### src/rtl/distram_req_ctrl.sv
// Valid/ready request front-end for a read-first bit-write-enable distributed RAM.
// Tracks the 1-cycle read latency and queues every response (read data or pre-write data).
module distram_req_ctrl #(
  parameter int unsigned MEM_DATAWIDTH = 128,
  parameter int unsigned MEM_ADDRWIDTH = 14,
  parameter int unsigned TAG_WIDTH     = 4,
  parameter int unsigned RSP_DEPTH     = 4
) (
  input  logic                       clk,
  input  logic                       reset,
  input  logic                       req_valid,
  output logic                       req_ready,
  input  logic                       req_we,
  input  logic [MEM_DATAWIDTH/8-1:0] req_be,
  input  logic [MEM_ADDRWIDTH-1:0]   req_addr,
  input  logic [MEM_DATAWIDTH-1:0]   req_data,
  input  logic [TAG_WIDTH-1:0]       req_tag,
  output logic                       rsp_valid,
  input  logic                       rsp_ready,
  output logic [MEM_DATAWIDTH-1:0]   rsp_data,
  output logic                       rsp_we,
  output logic [TAG_WIDTH-1:0]       rsp_tag,
  output logic                       mem_en,
  output logic [MEM_DATAWIDTH-1:0]   mem_we,
  output logic [MEM_ADDRWIDTH-1:0]   mem_addr,
  output logic [MEM_DATAWIDTH-1:0]   mem_din,
  input  logic [MEM_DATAWIDTH-1:0]   mem_dout
);

  localparam int unsigned BeW  = MEM_DATAWIDTH / 8;
  localparam int unsigned PtrW = $clog2(RSP_DEPTH);
  localparam int unsigned CntW = PtrW + 1;

  logic                 acc;
  logic                 push;
  logic                 pop;
  logic [CntW-1:0]      occ;

  logic                 infl_v_q, infl_v_d;
  logic                 infl_we_q, infl_we_d;
  logic [TAG_WIDTH-1:0] infl_tag_q, infl_tag_d;

  logic [PtrW-1:0]      wr_ptr_q, wr_ptr_d;
  logic [PtrW-1:0]      rd_ptr_q, rd_ptr_d;
  logic [CntW-1:0]      cnt_q, cnt_d;

  logic [MEM_DATAWIDTH-1:0] fifo_data_q [RSP_DEPTH];
  logic                     fifo_we_q   [RSP_DEPTH];
  logic [TAG_WIDTH-1:0]     fifo_tag_q  [RSP_DEPTH];

  // The in-flight slot is reserved up front, so the unconditional push never overflows.
  assign occ       = cnt_q + CntW'(infl_v_q);
  assign req_ready = (occ < CntW'(RSP_DEPTH)) & ~reset;
  assign acc       = req_valid & req_ready;

  assign mem_en   = acc;
  assign mem_addr = req_addr;
  assign mem_din  = req_data;

  always_comb begin
    mem_we = '0;
    for (int unsigned b = 0; b < BeW; b++) begin
      mem_we[b*8 +: 8] = {8{acc & req_we & req_be[b]}};
    end
  end

  assign push      = infl_v_q;
  assign rsp_valid = (cnt_q != '0);
  assign pop       = rsp_valid & rsp_ready;
  assign rsp_data  = fifo_data_q[rd_ptr_q];
  assign rsp_we    = fifo_we_q[rd_ptr_q];
  assign rsp_tag   = fifo_tag_q[rd_ptr_q];

  always_comb begin
    infl_v_d   = acc;
    infl_we_d  = acc ? req_we : infl_we_q;
    infl_tag_d = acc ? req_tag : infl_tag_q;
    wr_ptr_d   = push ? wr_ptr_q + PtrW'(1) : wr_ptr_q;
    rd_ptr_d   = pop ? rd_ptr_q + PtrW'(1) : rd_ptr_q;
    cnt_d      = cnt_q;
    unique case ({push, pop})
      2'b10:   cnt_d = cnt_q + CntW'(1);
      2'b01:   cnt_d = cnt_q - CntW'(1);
      default: cnt_d = cnt_q;
    endcase
  end

  always_ff @(posedge clk) begin
    if (reset) begin
      infl_v_q <= 1'b0;
      wr_ptr_q <= '0;
      rd_ptr_q <= '0;
      cnt_q    <= '0;
    end else begin
      infl_v_q <= infl_v_d;
      wr_ptr_q <= wr_ptr_d;
      rd_ptr_q <= rd_ptr_d;
      cnt_q    <= cnt_d;
    end
  end

  always_ff @(posedge clk) begin
    infl_we_q  <= infl_we_d;
    infl_tag_q <= infl_tag_d;
  end

  // Payload storage needs no reset; validity lives entirely in the pointers and count.
  always_ff @(posedge clk) begin
    if (push) begin
      fifo_data_q[wr_ptr_q] <= mem_dout;
      fifo_we_q[wr_ptr_q]   <= infl_we_q;
      fifo_tag_q[wr_ptr_q]  <= infl_tag_q;
    end
  end

endmodule

### config.mk
export PLATFORM = sky130hd
export DESIGN_NAME = distram_req_ctrl
export DESIGN_NICKNAME = d
export VERILOG_FILES = /design/src/rtl/distram_req_ctrl.sv
export SDC_FILE = /design/constraint.sdc
export NUM_CORES = 1
export LEC_CHECK = 0
export BUFFER_PORTS_ARGS = -buffer_cell sky130_fd_sc_hd__clkbuf_2
export CAP_MARGIN = 20
export CORE_AREA = 10 10 267 269
export CTS_BUF_LIST = sky130_fd_sc_hd__clkbuf_8
export DETAILED_ROUTE_END_ITERATION = 12
export DIE_AREA = 0 0 277 279
export GPL_TIMING_DRIVEN = 0
export PLACE_DENSITY_LB_ADDON = 0.12
export SETUP_SLACK_MARGIN = 0.05
export SLEW_MARGIN = 10
export SYNTH_ARGS = -nofsm -noshare
export SYNTH_HDL_FRONTEND = slang
export SYNTH_SLANG_ARGS = --single-unit
### constraint.sdc
create_clock -name clk -period 12 [get_ports clk]
set_input_delay 1.2 -clock clk [delete_from_list [all_inputs] [get_ports clk]]
set_output_delay 1.2 -clock clk [all_outputs]
set_load 0.005 [all_outputs]
# Word level (Yosys, flattened, before mapping)
# Memories as Yosys holds them, arrays and structs flattened. A register that Yosys moved wholly into a read port is not among the register bits.
# Index checks and enable logic that the tools add are counted.
[totals]
ff_bits = 13
ram_bits = 532
in_bits = 295
output_inout_bits = 406
word_cells = 49
n_memories = 3
[mem_list]
columns = ["memory", "words", "width", "rd", "rd_ports_with_merged_regs", "write_ports", "line", "rtl"]
rows = [
  ["fifo_data_q", 4, 128, 1, 1, 1, "47", "logic [MEM_DATAWIDTH-1:0] fifo_data_q [RSP_DEPTH];"],
  ["fifo_tag_q", 4, 4, 1, 1, 1, "49", "logic [TAG_WIDTH-1:0] fifo_tag_q [RSP_DEPTH];"],
  ["fifo_we_q", 4, 1, 1, 1, 1, "48", "logic fifo_we_q [RSP_DEPTH];"],
]
[classes]
n_addsub = 5
n_lt_le_gt_ge = 1
eq_ne = 2
n_mux = 9
bitwise_logic = 21
reduce_logical = 2
[op_table]
columns = ["op", "n"]
rows = [
  ["1-bit bitwise AND", 20],
  ["2-bit two-way mux", 6],
  ["3-bit case mux with 2 select lines", 1],
  ["2-bit by 1-bit adder with 2-bit output (second input constant)", 2],
  ["3-bit by 1-bit adder with 3-bit output", 1],
  ["3-bit by 1-bit adder with 3-bit output (second input constant)", 1],
  ["3-bit less-than comparator (second input constant)", 1],
  ["3-bit nonzero test", 1],
  ["3-bit by 1-bit subtractor with 3-bit output (second input constant)", 1],
  ["2-bit by 1-bit == test with 1-bit output (second input constant)", 1],
  ["2-bit == test (second input constant)", 1],
  ["1-bit two-way mux", 2],
  ["2-bit nonzero test", 1],
  ["1-bit NOT", 1],
]

# Depth between registers and ports, before layout
# Gate-level depths: netlist of the first run.
[depth]
word_depth = 6
depth_mapped = 8
depth_no_buf = 7

# Least setup slack after synthesis of the first run
# Ideal clock, no wire load.
[synth_path]
kind = "register to register"
from = "register wr_ptr_q[0]"
to = "memory fifo_data_q[0][0] (enable)"
setup_time_ps = 508
arrival_ps = 3592
required_time_ps = 11492
setup_slack_ps = 7900
stages_incl_launch_ff = 4
path_buffers = 0
period_less_slack_ps = 4100
cell_sequence = "dfxtp_1 -> inv_1 -> ha_1 -> and2_1"
[synth_rtl]
columns = ["element", "line", "rtl"]
rows = [
  ["start: declaration", "43", "logic [PtrW-1:0] wr_ptr_q, wr_ptr_d;"],
  ["start signal: assignment", "96", "wr_ptr_q <= wr_ptr_d;"],
  ["end: declaration", "47", ""],
]
# Straight into the memory's write port.

# Worst setup path in the final report of the first run
[layout_path]
from = "input port reset"
to = "output port mem_we[125]"
[layout_between]
elab_chain_cells = 5
[layout_rtl]
columns = ["element", "line", "rtl"]
rows = [
  ["start: declaration", "10", "input logic reset,"],
  ["1-bit NOT", "53", "assign req_ready = (occ < CntW'(RSP_DEPTH)) & ~reset;"],
  ["1-bit bitwise AND", "53", ""],
  ["1-bit bitwise AND", "54", "assign acc = req_valid & req_ready;"],
  ["1-bit bitwise AND (2 in series)", "63", "mem_we[b*8 +: 8] = {8{acc & req_we & req_be[b]}};"],
  ["end: declaration", "24", "output logic [MEM_DATAWIDTH-1:0] mem_we,"],
]
# Every way passes these cells.

==> results_dict.tcl, run 1 <==
set metrics [dict create \
    antenna_found_initial 11 \
    seqPwrFrac 0.459 \
    postSynthCellCount 1029 \
    crit_chain "clkbuf_8, nand2b_1, a211oi_4, buf_6, and2_1, buf_4, clkbuf_2" \
    grt_pass1_vias 13000 \
    leakagePower_nw 10.8 \
    root_buffer "clkbuf_8" \
    rsz0062_at_grt "false" \
    cts_setup_buffers 0 \
    share_comb_of_total_power 0.220 \
    startpoint_type "input pin" \
    nets 1994 \
    dieHeight_um 279 \
    avgViaCountPerCell 4.44 \
    p_switching_mw 1.29 \
    hold_viol_final 0 \
    tightest_slew_ns 0.762 \
    endpoint "mem_we[125]" \
    crit_path_max_incr_delay_ns 0.55 \
    cts_resized 0 \
    drtIter0Drc 655 \
    finalCritPeriodShare 0.345 \
    hold_ws_ns 0.485 \
    grt_max_degree 48 \
    clock_sinks 547 \
    drt_wl_total_um 63300 \
    crit_fanout 10 \
    pin_count 701 \
    r2r_end "fifo_data_q[3][61]" \
    place_hpwl_um 46100 \
    final_common_cell "clkbuf_2" \
    gr-total-overflow 0 \
    reg2reg_from "wr_ptr_q[0]" \
    tns_ns 0 \
    powerDensity_mw_per_mm2 173 \
    wire_per_inst_um 24.0 \
    insertion_delay_ns 0.66 \
    area.growth.synth_to_final_pct 27.0 \
    final_core_util 0.424 \
    nFillCells 5983 \
    fin_area_mm2 0.0278 \
    r2r_setup_slack_ns 9.78 \
    critPathSlowestCell "a211oi_4" \
    cts_tree "yes" \
    placed_area_mm2 0.0261 \
    port-buffer-count 557 \
    gp_congestion 0.982 \
    netSwitchingFraction 0.267 \
    route.vias.total 11700 \
    whs_path_depth 0 \
    num_rows 94 \
    critical_path_required_ns 10.80 \
    maxCapViolations 0 \
    synthesis.area_mm2 0.0219 \
    core_area_mm2 0.0656 \
    ys_ff_latch 547 \
    clkTransAtPathRegs_ns 0.06 \
    die-area_mm2 0.0773 \
    cts-buffers-inserted 93 \
    dieWidth_um 277 \
    critPathLaunch "reset" \
    slew_violations 0 \
    cts_htree_levels 3 \
    worstSetupPathType "input pin to output pin" \
    layout_common_cells "clkbuf_2 (557), edfxtp_1 (537), buf_4 (254)" \
    slew_headroom 0.492 \
    drtPass1Iterations 4 \
    p_int_mw 3.53 \
    clkPwrFrac 0.321 \
    cp.arrival_ns 2.94 \
    status "completed" \
    synth_nets 1330 \
    syn_avg_cell_area_um2 21.3 \
    ant_nets 0 \
    ctsLongestPathBuffers 3 \
    skew_ns 0.0182 \
    synth_cell_types 27 \
    hold_class "flop to flop" \
    grt_pass1_wl_um 90200 \
    clock.fmax_mhz 242 \
    ys.warnings.count 0 \
    ir_worst_vdd_uv 63.2 \
    cts_hold_buf 0 \
    layout_min_cycle_time_ns 4.14 \
    drcViolationCount 0 \
    ys_seq_area_frac 0.745 \
    ff2ff_path_depth 5 \
    setup_violations 0 \
    endpoint_kind "output pin" \
    drive_above_1_share 0.635 \
    track_usage 0.159 \
    initial_utilization 0.334 \
]
Yosys cell counts:
master,number,area [µm²]
edfxtp_1,537,16100
or3_2,1,7.51
and2_2,13,97.6
buf_2,16,80.1
and2_1,8,50.1
nand2b_1,1,6.26
o21ai_0,1,5.00
clkbuf_8,1,13.8
ha_1,5,62.6
nor2_1,11,41.3
mux2i_1,1,10.0
a21oi_1,2,10.0
dfxtp_1,10,200
a31o_2,1,8.76
a211oi_4,1,20.0
or3_1,1,6.26
o311ai_0,1,8.76
xor2_1,3,26.3
xnor2_1,2,17.5
fa_1,1,20.0
o31a_2,1,10.0
nand4_2,1,12.5
inv_1,7,26.3
clkbuf_1,6,22.5
buf_4,254,1910
buf_6,10,113
mux4_2,133,3000
power groups by stage:
stage          Combinational [mW]  Sequential, mW  Clock (mW)
5_1_grt                      1.16            2.22        1.70
6_report                     1.06            2.21        1.55
3_5_place_dp                 1.11            2.25           0
3_3_place_gp                 1.09            2.27           0
4_1_cts                      1.11            2.21        1.61
2_1_floorplan               0.608            2.25           0
per-stage QoR:
stage          std cells  setup WS [ns]  total power [mW]
6_report            2637           7.86              4.82
5_1_grt             2633           7.73              5.07
4_1_cts             2632           7.78              4.93
3_5_place_dp        2462           7.79              3.36
3_3_place_gp        2450           4.70              3.36
2_1_floorplan       1029           7.90              2.86
cell families (layout without fill, tap and decap cells):
family,after synthesis,count (layout),synth area share
flip-flops,547,547,0.745
adder cells (fa/ha/maj),6,6,0.00377
AO/OA/AOI/OAI,7,7,0.00286
other,0,5,0
buffers and inverters,294,1033,0.0987
XOR/XNOR,5,5,0.00200
AND/OR/NAND/NOR,36,36,0.0101
multiplexers,134,134,0.137
state kept, by name, indices dropped and copies added, names as in the netlist, named ones only:
register / count
fifo_data_q: 512
fifo_tag_q: 16
fifo_we_q: 4
infl_tag_q: 4
cnt_q: 3
rd_ptr_q: 2
wr_ptr_q: 2
infl_v_q: 1
infl_we_q: 1
final cells by class:
| type | count | area [µm²] | share of cell area |
|---|---|---|---|
| diodes | 5 | 12.5 | 0.000450 |
| plain buffers | 287 | 2140 | 0.0768 |
| clock buffers | 95 | 1310 | 0.0470 |
| clock inverters | 75 | 423 | 0.0152 |
| inverters | 7 | 26.3 | 0.000945 |
| multi-input cells | 188 | 3430 | 0.123 |
| flip-flops and latches | 547 | 16300 | 0.587 |
| well taps | 864 | 1080 | 0.0389 |
| repair buffers | 569 | 3080 | 0.111 |
worst max-delay path, delay by kind of cell:
family / cells / cell delay [ns]
AOI/OAI and AO/OA: 1 / 0.55
and+or+nand+nor: 2 / 0.51
buffers and inverters: 4 / 0.65
worst min-delay path by stage:
stage / slack [ns] / from / endpoint
CTS: 0.48 / infl_tag_q[3] / fifo_tag_q[2][3]
global route: 0.49 / infl_tag_q[2] / fifo_tag_q[0][2]
detailed placement: 0.48 / infl_tag_q[3] / fifo_tag_q[2][3]
global placement: 0.47 / infl_tag_q[3] / fifo_tag_q[3][3]
finish: 0.49 / infl_tag_q[3] / fifo_tag_q[0][3]
floorplan: 0.46 / infl_tag_q[0] / fifo_tag_q[0][0]
per-layer routing:
metal  GRT usage  wire length [µm]
met3      0.0596              5760
met1       0.186             23900
met4      0.0453              1030
met5           0                69
met2       0.269             32500
Power figures use the tool's default switching activity.
==> inputs of run 2 (changes only) <==
==> constraint.sdc (replaced) <==
create_clock -name clk -period 4 [get_ports clk]
set_input_delay 0.4 -clock clk [delete_from_list [all_inputs] [get_ports clk]]
set_output_delay 0.4 -clock clk [all_outputs]
set_load 0.005 [all_outputs]
==> results_dict.tcl, run 2 (same netlist as run 1, synthesis figures left out) <==
set metrics [dict create \
    r2r_setup_slack_ns 1.88 \
    final_common_cell "clkbuf_2" \
    status "completed" \
    share_comb_of_total_power 0.229 \
    initial_utilization 0.334 \
    cts_tree "yes" \
    avgViaCountPerCell 4.42 \
    place_hpwl_um 47100 \
    hold_ws_ns 0.0809 \
    startpoint_type "flop" \
    clock.fmax_mhz 326 \
    ff2ff_path_depth 4 \
    largest_register "fifo_data_q" \
    track_usage 0.161 \
    netSwitchingFraction 0.265 \
    whs_path_depth 3 \
    pin_count 701 \
    dieWidth_um 277 \
    core_area_mm2 0.0656 \
    cp.arrival_ns 2.67 \
    root_buffer "clkbuf_8" \
    route.vias.total 12200 \
    hold_viol_final 0 \
    clkPwrFrac 0.312 \
    grt_pass1_vias 13700 \
    tightest_slew_ns 0.819 \
    wire_per_inst_um 23.2 \
    ant_nets 0 \
    reg_top3 "fifo_data_q: 512 flops, fifo_tag_q: 16 flops" \
    reg2reg_from "wr_ptr_q[0]" \
    nFillCells 5879 \
    crit_path_max_incr_delay_ns 0.49 \
    nets 2125 \
    hold_class "input pin to flop" \
    clkTransAtPathRegs_ns 0.06 \
    cts_resized 0 \
    num_rows 94 \
    port-buffer-count 557 \
    leakagePower_nw 11.3 \
    seqPwrFrac 0.459 \
    drtPass1Iterations 4 \
    drcViolationCount 0 \
    r2r_end "fifo_data_q[3][127]" \
    crit_family "simple AND/OR/NAND/NOR gates" \
    finalCritPeriodShare 0.767 \
    drive_above_1_share 0.588 \
    grt_pass1_wl_um 93100 \
    layout_min_cycle_time_ns 3.07 \
    drt_wl_total_um 64100 \
    cp.buffers_inverters 3 \
    dieHeight_um 279 \
    slew_violations 0 \
    cts_htree_levels 3 \
    largest_reg_flops 512 \
    p_switching_mw 3.83 \
    worstSetupPathType "flop to output pin" \
    grt_max_degree 45 \
    ctsLongestPathBuffers 3 \
    area.growth.synth_to_final_pct 32.8 \
    rsz0062_at_grt "false" \
    gp_congestion 0.946 \
    die-area_mm2 0.0773 \
    drtIter0Drc 797 \
    critPathSlowestCell "a211oi_4" \
    endpoint_kind "output pin" \
    layout_common_cells "clkbuf_2 (557), edfxtp_1 (537), buf_4 (254)" \
    antenna_found_initial 5 \
    clock_sinks 547 \
    critical_path_required_ns 3.60 \
    skew_ns 0.0375 \
    gr-total-overflow 0 \
    insertion_delay_ns 0.66 \
    placed_area_mm2 0.0261 \
    fin_area_mm2 0.0291 \
    maxCapViolations 0 \
    cts-buffers-inserted 90 \
    p_int_mw 10.6 \
    min_from "req_valid" \
    crit_fanout 10 \
    hold_path_end "infl_v_q" \
    ir_worst_vdd_uv 238 \
    powerDensity_mw_per_mm2 497 \
    setup_violations 0 \
    slew_headroom 0.454 \
    crit_chain "nand4_2, a211oi_4, buf_6, and2_1, buf_4, clkbuf_2" \
]
[run 2: changes by cell type in the layout (fill, tap and decap cells not counted), moves of 2 or more]
cell	previous run	this run
dlygate4sd3_1	0	134
clkinv_2	13	8
clkbuf_8	96	92
buf_12	5	3
buf_16	7	9
[run 2: worst max path at each step]
| stage | startpoint | end | slack [ns] | cells past startpoint |
|---|---|---|---|---|
| CTS | cnt_q[0] | mem_we[126] | 0.76 | 6 |
| global route | cnt_q[0] | mem_we[126] | 0.71 | 6 |
| detailed placement | reset | mem_we[126] | 1.43 | 7 |
| floorplan | wr_ptr_q[0] | fifo_data_q[1][0] | -0.08 | 2 |
| global placement | wr_ptr_q[0] | fifo_data_q[1][62] | -3.19 | 2 |
| finish | cnt_q[0] | mem_we[126] | 0.93 | 6 |
[run 2: area by class of cell]
type	instances	area [µm²]	area share
repair buffers	703	4440	0.153
inverters	7	26.3	0.000903
multi-input cells	188	3430	0.118
clock inverters	67	394	0.0135
plain buffers	287	2140	0.0734
well taps	864	1080	0.0372
clock buffers	91	1250	0.0431
flip-flops and latches	547	16300	0.561
diodes	5	12.5	0.000430
[run 2: stage by stage]
| stage | util | worst slack, ns | total power, mW | std cells | TNS, ns |
|---|---|---|---|---|---|
| finish | 0.443 | 0.934 | 14.5 | 2759 | 0 |
| global route | 0.443 | 0.709 | 15.2 | 2757 | 0 |
| floorplan | - | -0.0809 | 8.58 | 1029 | -21.53 |
| global placement | 0.393 | -3.19 | 10.1 | 2450 | -908.49 |
| CTS | 0.443 | 0.757 | 14.8 | 2754 | 0 |
| detailed placement | 0.398 | 1.43 | 10.1 | 2462 | 0 |
[run 2: power by group through the flow]
stage | Sequential (mW) | Combinational [mW] | Clock [mW]
after global placement | 6.79 | 3.29 | 0
after floorplan | 6.75 | 1.83 | 0
after global routing | 6.65 | 3.60 | 4.97
after detailed placement | 6.76 | 3.34 | 0
final | 6.64 | 3.31 | 4.51
after CTS | 6.64 | 3.47 | 4.69
[run 2: tightest hold or removal path: cells and delay by family]
family	cells	cell delay [ns]
buf+inv	1	0.09
simple gates	2	0.21
[run 2: metal layers]
layer / part of all wire / track usage
met1: 0.39 / 0.192
met2: 0.51 / 0.278
met3: 0.078 / 0.0537
met4: 0.014 / 0.0417
met5: 0.00042 / 0
[run 2: timing repair]
| item | 4_1_cts | 5_1_grt |
|---|---|---|
| buffers inserted | 0 | 0 |
| hold buffers | 134 | 0 |
| hold endpoints to repair | 526 | 0 |
==> inputs of run 3 (changes only) <==
==> constraint.sdc (replaced) <==
create_clock -name clk -period 2.45 [get_ports clk]
set_input_delay 0.245 -clock clk [delete_from_list [all_inputs] [get_ports clk]]
set_output_delay 0.245 -clock clk [all_outputs]
set_load 0.005 [all_outputs]
==> results_dict.tcl, run 3 (same netlist as run 1, synthesis figures left out) <==
set metrics [dict create \
    insertion_delay_ns 0.69 \
    largest_register "fifo_data_q" \
    dp_cells 2462 \
    r2r_end "fifo_data_q[0][108]" \
    endpoint_kind "output pin" \
    rsz0062_at_grt "true" \
    grt_pass1_vias 13900 \
    grt_max_degree 48 \
    drive_above_1_share 0.602 \
    grt_pass1_wl_um 95600 \
    share_comb_of_total_power 0.280 \
    min_from "reset" \
    core_area_mm2 0.0656 \
    ant_nets 0 \
    cp.arrival_ns 2.25 \
    maxCapViolations 0 \
    crit_chain "a31o_4, a211oi_4, buf_6, buf_8, and2_4, buf_4, clkbuf_2" \
    pin_count 701 \
    leakagePower_nw 11.8 \
    seqPwrFrac 0.428 \
    root_buffer "clkbuf_8" \
    clock.fmax_mhz 401 \
    critPathSlowestCell "dfxtp_4" \
    hold_path_end "infl_tag_q[0]" \
    clkPwrFrac 0.292 \
    layout_common_cells "edfxtp_1 (537), clkbuf_2 (500), buf_4 (244)" \
    final_common_cell "edfxtp_1" \
    area.growth.synth_to_final_pct 39.0 \
    cts-buffers-inserted 94 \
    failed_checks "negative setup slack" \
    slew_headroom 0.574 \
    gp_congestion 0.876 \
    p_switching_mw 6.71 \
    setup_slack_ns -0.0452 \
    powerDensity_mw_per_mm2 834 \
    setup_violations 37 \
    gr-total-overflow 0 \
    port-buffer-count 557 \
    dieHeight_um 279 \
    placed_area_mm2 0.0261 \
    nFillCells 5755 \
    track_usage 0.166 \
    hold_class "input pin to flop" \
    ctsLongestPathBuffers 3 \
    ir_worst_vdd_uv 353 \
    status "finished, violations left" \
    place_hpwl_um 47000 \
    layout_min_cycle_time_ns 2.50 \
    antenna_found_initial 6 \
    startpoint_type "flop" \
    finalCritPeriodShare 1.02 \
    pre_cts_ws_ns 0.255 \
    r2r_setup_slack_ns 0.37 \
    reg2reg_from "wr_ptr_q[0]" \
    final_core_util 0.464 \
    slew_violations 0 \
    num_rows 94 \
    drtPass1Iterations 4 \
    cts_tree "yes" \
    wire_per_inst_um 23.6 \
    cts_htree_levels 3 \
    whs_path_depth 3 \
    netSwitchingFraction 0.264 \
    clkTransAtPathRegs_ns 0.06 \
    crit_fanout 8 \
    avgViaCountPerCell 4.40 \
    fin_area_mm2 0.0304 \
    crit_path_max_incr_delay_ns 0.37 \
    final_cells 2791 \
    drtIter0Drc 711 \
    hold_ws_ns 0.244 \
    largest_reg_flops 512 \
    tightest_slew_ns 0.639 \
    drcViolationCount 0 \
    nets 2160 \
    reg_top3 "fifo_data_q: 512 flops, fifo_tag_q: 16 flops" \
    cp.buffers_inverters 4 \
    ff2ff_path_depth 5 \
    dieWidth_um 277 \
    die-area_mm2 0.0773 \
    critical_path_required_ns 2.20 \
    skew_ns 0.0358 \
    initial_utilization 0.334 \
    p_int_mw 18.7 \
    clock_sinks 547 \
    hold_viol_final 0 \
    worstSetupPathType "flop to output pin" \
    crit_family "buffers and inverters" \
    drt_wl_total_um 66000 \
    route.vias.total 12300 \
]
run 3: cell count changes in the layout (fill, tap and decap cells not counted), moves of 6 or more:
cell and change:
buf_8 +16, buf_6 +51, buf_4 -10, buf_2 -13, clkbuf_8 +15, buf_12 +24
and2_2 -12, clkbuf_2 -57, buf_16 +8, clkbuf_1 -6, and2_4 +16
run 3: worst max-delay path by stage:
stage,slack (ns),depth (start not counted),from,end
after floorplan,-0.15,2,wr_ptr_q[0],fifo_data_q[1][0]
after global placement,-1.80,2,wr_ptr_q[0],fifo_data_q[1][67]
after detailed placement,0.26,6,cnt_q[0],mem_we[115]
after CTS,-0.18,8,infl_v_q,mem_we[83]
after global routing,-0.15,7,cnt_q[0],mem_we[83]
final,-0.05,7,cnt_q[0],mem_we[84]
run 3: cell type report:
class | count | area (µm²) | share of cell area
antenna | 3 | 7.51 | 0.000247
buffer | 285 | 2430 | 0.0797
clock buffer | 95 | 1310 | 0.0429
clock inverter | 66 | 367 | 0.0120
inverter | 7 | 26.3 | 0.000863
multi-input combinational | 188 | 3460 | 0.114
sequential | 547 | 16300 | 0.537
tap | 864 | 1080 | 0.0355
timing repair buffer | 736 | 5430 | 0.178
run 3: power groups by stage:
stage	Clock, mW	Sequential (mW)	Combinational, mW
floorplan	0	11.0	2.98
global placement	0	11.0	5.38
detailed placement	0	11.0	5.47
CTS	7.72	10.9	7.53
global route	8.16	10.9	7.66
finish	7.40	10.9	7.12
run 3: metrics by stage:
stage	TNS [ns]	power [mW]
2_1_floorplan	-39.84	14.0
3_3_place_gp	-568.34	16.4
3_5_place_dp	0	16.5
4_1_cts	-27.07	26.1
5_1_grt	-17.69	26.7
6_report	-0.698	25.4
run 3: repair_timing:
| action | CTS | global route |
|---|---|---|
| gates resized for setup | 176 | 100 |
| pin swaps | 15 | 4 |
| hold buffers | 137 | 2 |
| setup buffers | 19 | 4 |
| endpoints found under the hold margin | 527 | 8 |
| setup endpoints to repair | 262 | 262 |
| gates cloned | 16 | 0 |
run 3: metal layers:
metal  routed length, µm  GRT usage
met4                 828     0.0392
met3                6020     0.0675
met1               25200      0.191
met2               33800      0.286
met5                  55          0
run 3: worst min-delay path, stage by stage:
cell and delay, ns:
clkbuf_8 0.11, nand2b_1 0.18, nor2_1 0.17
